<file path="src/rtl/alu_basic.sv">
// alu_basic: one-bit ALU slice with arithmetic and logic modes.
// The result and carry are formed combinationally and then registered,
// so DO/CO reflect the inputs present at the previous rising clock edge.
module alu_basic (
  input  logic       clk,
  input  logic       rst,
  input  logic       opA,
  input  logic       opB,
  input  logic [3:0] S,
  input  logic       M,
  input  logic       Cin,
  output logic       DO,
  output logic       CO
);

  logic       x_term;
  logic       y_term;
  logic [1:0] arith_sum;
  logic       do_next;
  logic       co_next;

  // Form the generate/propagate-style terms X and Y, then either add them
  // with the carry-in (arithmetic) or derive the logic function from them.
  // Every logic-mode function in the table equals ~(X ^ Y), so one shared
  // pair of terms serves both modes; Cin only matters in arithmetic mode.
  always_comb begin
    x_term    = opA | (opB & S[0]) | (~opB & S[1]);
    y_term    = (opA & ~opB & S[2]) | (opA & opB & S[3]);
    arith_sum = {1'b0, x_term} + {1'b0, y_term} + {1'b0, Cin};
    if (M) begin
      do_next = ~(x_term ^ y_term);
      co_next = 1'b0;
    end else begin
      do_next = arith_sum[0];
      co_next = arith_sum[1];
    end
  end

  // Output registers: synchronous reset clears both bits, otherwise capture
  // the freshly computed result every cycle (no handshake).
  always_ff @(posedge clk) begin
    if (rst) begin
      DO <= 1'b0;
      CO <= 1'b0;
    end else begin
      DO <= do_next;
      CO <= co_next;
    end
  end

endmodule

</file>
<file path="config.mk">
export PLATFORM = sky130hd
export DESIGN_NAME = alu_basic
export DESIGN_NICKNAME = d
export VERILOG_FILES = /design/src/rtl/alu_basic.sv
export SDC_FILE = /design/constraint.sdc
export NUM_CORES = 1
export LEC_CHECK = 0
export BUFFER_PORTS_ARGS = -buffer_cell sky130_fd_sc_hd__clkbuf_2
export CORE_AREA = 2 2 39 41
export CTS_BUF_LIST = sky130_fd_sc_hd__clkbuf_4 sky130_fd_sc_hd__clkbuf_8 sky130_fd_sc_hd__clkbuf_16
export CTS_CLUSTER_SIZE = 20
export DETAILED_ROUTE_END_ITERATION = 6
export DIE_AREA = 0 0 41 43
export GPL_ROUTABILITY_DRIVEN = 0
export PLACE_DENSITY_LB_ADDON = 0.25
export RECOVER_POWER = 50
export SLEW_MARGIN = 20
export SYNTH_ARGS = -nofsm -noshare
export SYNTH_HDL_FRONTEND = slang
export SYNTH_SLANG_ARGS = --single-unit
</file>
<file path="constraint.sdc">
create_clock -name clk -period 1.3 [get_ports clk]
set_input_delay 0.13 -clock clk [delete_from_list [all_inputs] [get_ports clk]]
set_output_delay 0.13 -clock clk [all_outputs]
set_load 0.1 [all_outputs]
</file>
; ---- Yosys cells after proc, flatten, opt, wreduce, memory -nomap -nowiden
; Cells that the tools add are included.
[totals]
register_bits = 2
in_bits = 10
elab_cells = 18
[classes]
n_addsub = 2
muxes = 1
bitwise_logic = 12
n_reduce_logical = 1
[ops]
columns = cell, n
row1 = 1-bit bitwise AND, 6
row2 = 1-bit OR, 3
row3 = 1-bit by 1-bit adder with 2-bit output, 1
row4 = 2-bit by 1-bit adder with 2-bit output, 1
row5 = 1-bit inverter, 2
row6 = 2-bit OR reduction, 1
row7 = 1-bit two-way mux, 1
row8 = 1-bit bitwise XOR, 1

; ---- Longest topological paths before layout
[logic_depth]
word_depth = 7
depth_mapped = 6
mapped_depth_nobuf = 6

; ---- Least setup slack after synthesis
; Ideal clock, no wire load.
[synth_path]
path_type = input to register
start = input port S[1]
end = register DO
arrival_time_ns = 1.285
required_time_ns = 1.212
path_slack_ns = -0.073
path_stages = 5
cell_sequence = nor2b_1 > a211o_1 > fa_1 > nor2_1 > a311oi_2
[synth_via]
elab_chain_len = 5
elab_cells_between_ends = 7
[synth_lines]
columns = element, line
row1 = "start, declared", 9  ; input logic [3:0] S,
row2 = 1-bit bitwise AND *, 27  ; x_term = opA | (opB & S[0]) | (~opB & S[1]);
row3 = 1-bit OR *, 27
row4 = 1-bit by 1-bit adder with 2-bit output or 1-bit bitwise XOR (tied branches), "29, 31"
row5 = 2-bit by 1-bit adder with 2-bit output or 1-bit inverter (tied branches), "29, 31"
row6 = 1-bit two-way mux *, 30  ; if (M) begin
row7 = "end signal, assigned", 46  ; DO <= do_next;
row8 = "end, declared", 12  ; output logic DO,
; Every way passes the cells marked *; elsewhere a longest branch is shown, timed or not.
; A chain may end at the register's enable or synchronous reset.

; ---- Worst setup path after layout
[layout_path]
start = input port opB
end = register DO
[layout_via]
elab_chain_len = 7
elab_cells_between_ends = 15
[layout_lines]
columns = element, line
row1 = "start, declared", 8  ; input logic opB,
row2 = 1-bit inverter, "27, 28"
row3 = 1-bit bitwise AND (2 in a row), 28  ; y_term = (opA & ~opB & S[2]) | (opA & opB & S[3]);
row4 = 1-bit OR, 28
row5 = 1-bit by 1-bit adder with 2-bit output or 1-bit bitwise XOR (tied branches), "29, 31"
row6 = 2-bit by 1-bit adder with 2-bit output or 1-bit inverter (tied branches), "29, 31"
row7 = 1-bit two-way mux *, 30
; Marked as above.

==> metrics.md <==
| Metric | Value |
|---|---|
| Status | complete, no violations |
| Number of I/O port buffers | 11 |
| Max VDD drop | between 200 and 250 uV |
| Area Overhead vs Synth | 101% |
| Slowest CP cell | fa_1 |
| Htree depth | 1 |
| Final Max Tran Viols | 0 |
| Mean post-synth cell area | around 11 um^2 |
| Asr flop ratio synth | 0 |
| Area of the multi-input gates | slightly above 80 um^2 |
| Worst-path clk slew | 0.03 ns |
| Residual DRC | 0 |
| RSZ-0062 raised after global routing | false |
| Filler cells | around 160 |
| Via Count | roughly 150 |
| Top Ports | 12 |
| Crit path kind | input port to flip-flop |
| First-pass GRT wire length | approximately 570 um |
| Fmax | slightly below 0.8 GHz |
| Leak Pwr | ~0.00012 uW |
| First-pass DRT Iterations | 3 |
| Antenna viol nets, final | 0 |
| Post-Syn Nets | 22 |
| CP peak stage delay | between 0.5 and 0.6 ns |
| Clock root cell | clkbuf_4 |
| Post-synthesis instance area | 120 um^2 |
| Wire length per cell | between 8 and 9 um |
| Cell taking the most area after synthesis | dfxtp_1 |
| Req. time, crit path | approximately 1.4 ns |
| Routed WL | 347 um |
| Crit path cell chain | buf_2 -> mux2_4 -> nand2_2 -> inv_2 -> fa_1 -> nor2_1 -> a311oi_2 |
| Post-synth EDFFs | 0 |
| CTS tree | built |
| Final Hold Fails | 0 |
| P per Cell Area | 1220 mW/mm^2 |
| CP Capture Type | flip-flop |
| Synth top area cells | dfxtp_1 (33%), fa_1 (17%), a311oi_2 (13%) |
| Hold endpoint | DO$_SDFF_PP0_ |
| # nets final | 40 |
| Worst hold path type | input port to flip-flop |
| Worst setup SP type | input port |
| CTS sink count | 2 |
| Hold Path Depth | 2 |
| Fin util | 0.175 |
| Layout cells sized above 1 | 0.741 |
| Vias per cell | 3.53 |
| WP buf/inv | 2 |
| Max Root-Sink Buffers | 2 |
| DIE AREA | ~0.0018 mm^2 |
| Largest net degree at the start of global routing | 4 |
| Register Area | 40.0 um^2 |
| Final worst-path cycle share | 0.976 |
| Crit Path Max Fanout | 3 |
| Max-cap check violation count | 0 |
| Most common cell in the netlist | dfxtp_1 |
| Die width | 41 um |
| Flops & latches, synth | 2 |
| ANT cells | 0 |
| Post-synthesis sequential area ratio | 0.333 |
| Die height | between 40 and 50 um |
| Yosys warns | 0 |
| Top-area cell type share of the netlist area | 0.333 |
| Final setup violation count | 0 |
| Gr ovfl total | 0 |
| Critical path's top delay family | adder cells |
| Post-Syn Instances | 11 |
| Hold WS | roughly 0.10 ns |
| Top_reg_cell synth | dfxtp_1 |
| Hold path start | rst |
| DR iter-0 viols | 2 |
| Initial Utilization | 0.0868 |
| Core area | around 0.0014 mm^2 |
| Slew margin rel. | 0.642 |
| Vias in the first global route | ~150 |
| CP Depth | 7 |
| Row cnt | 14 |
| CTS Buf Count | 3 |
| Netlist cell types | 10 |
| Measured slew at the worst slew-check pin | between 0.5 and 0.6 ns |
| WP data arrival | ~1.4 ns |
| GRT Overall Usage | 0.0611 |
| Min Tclk post-route | ~1.3 ns |
| Antenna violations before repair | 0 |
## power by group
part	internal (uW)	leakage, uW	switching (uW)
Combinational	32.3	0.0000919	55.7
Sequential	66.7	0.0000166	1.52
Clock	102	0.0000138	36.9
Total	201	0.000122	94.1
## final cells by class
type                    count  share of cell area
inverters                   1              0.0155
repair buffers             13               0.301
flip-flops and latches      2               0.166
multi-input cells           8               0.342
well taps                  16              0.0829
clock buffers               3              0.0933
## how the worst max path moves through the flow
stage / startpoint / endpoint
2_1_floorplan: opB / DO$_SDFF_PP0_
3_3_place_gp: opB / DO$_SDFF_PP0_
3_5_place_dp: opB / DO$_SDFF_PP0_
4_1_cts: opB / DO$_SDFF_PP0_
5_1_grt: opB / DO$_SDFF_PP0_
6_report: opB / DO$_SDFF_PP0_
## kinds of logic after synthesis
group / count (synthesis) / share of synthesized area
AND/OR/NAND/NOR: 4 / 0.177
AO/OA/AOI/OAI: 2 / 0.198
flip-flops: 2 / 0.333
buffers and inverters: 1 / 0.0312
multiplexers: 1 / 0.0937
adder cells (fa/ha/maj): 1 / 0.167
## per-stage QoR
stage          cells  setup TNS (ns)  total power, uW  area [um^2]  worst slack, ns
6_report          43               0              295          241           0.0317
5_1_grt           43               0              326          241          0.00204
4_1_cts           43               0              309          244           0.0260
3_5_place_dp      40          -0.221              160          221           -0.214
3_3_place_gp      40          -0.159              157          221           -0.159
2_1_floorplan     11         -0.0277              127          126          -0.0277
## per-layer routing
metal | part of all wire | global-route usage | vias to the layer above
met5 | 0 | 0 | -
met2 | 0.41 | 0.0563 | 12
met1 | 0.37 | 0.0479 | 66
met3 | 0.20 | 0.0838 | 2
li1 | - | - | 72
met4 | 0.020 | 0.0800 | 0
## state kept, by name, summed over array words and instances, names as in the netlist
signal and count:
DO 1, CO 1
## cell usage in the layout, fill, tap and decap left out, drive strengths merged
cell / Yosys / layout
clkbuf: 0 / 12
buf: 0 / 4
dfxtp: 2 / 2
mux2: 1 / 1
nand2: 1 / 1
inv: 1 / 1
nor2b: 1 / 1
a211o: 1 / 1
nor2: 1 / 1
a311oi: 1 / 1
nor3b: 1 / 1
fa: 1 / 1
## what timing repair did
item | CTS | global route
hold buffers | 0 | 0
setup buffers | 0 | 0
resized for setup | 0 | 1
endpoints found under the setup margin | 0 | 1
(Power assumes the default switching activity.)
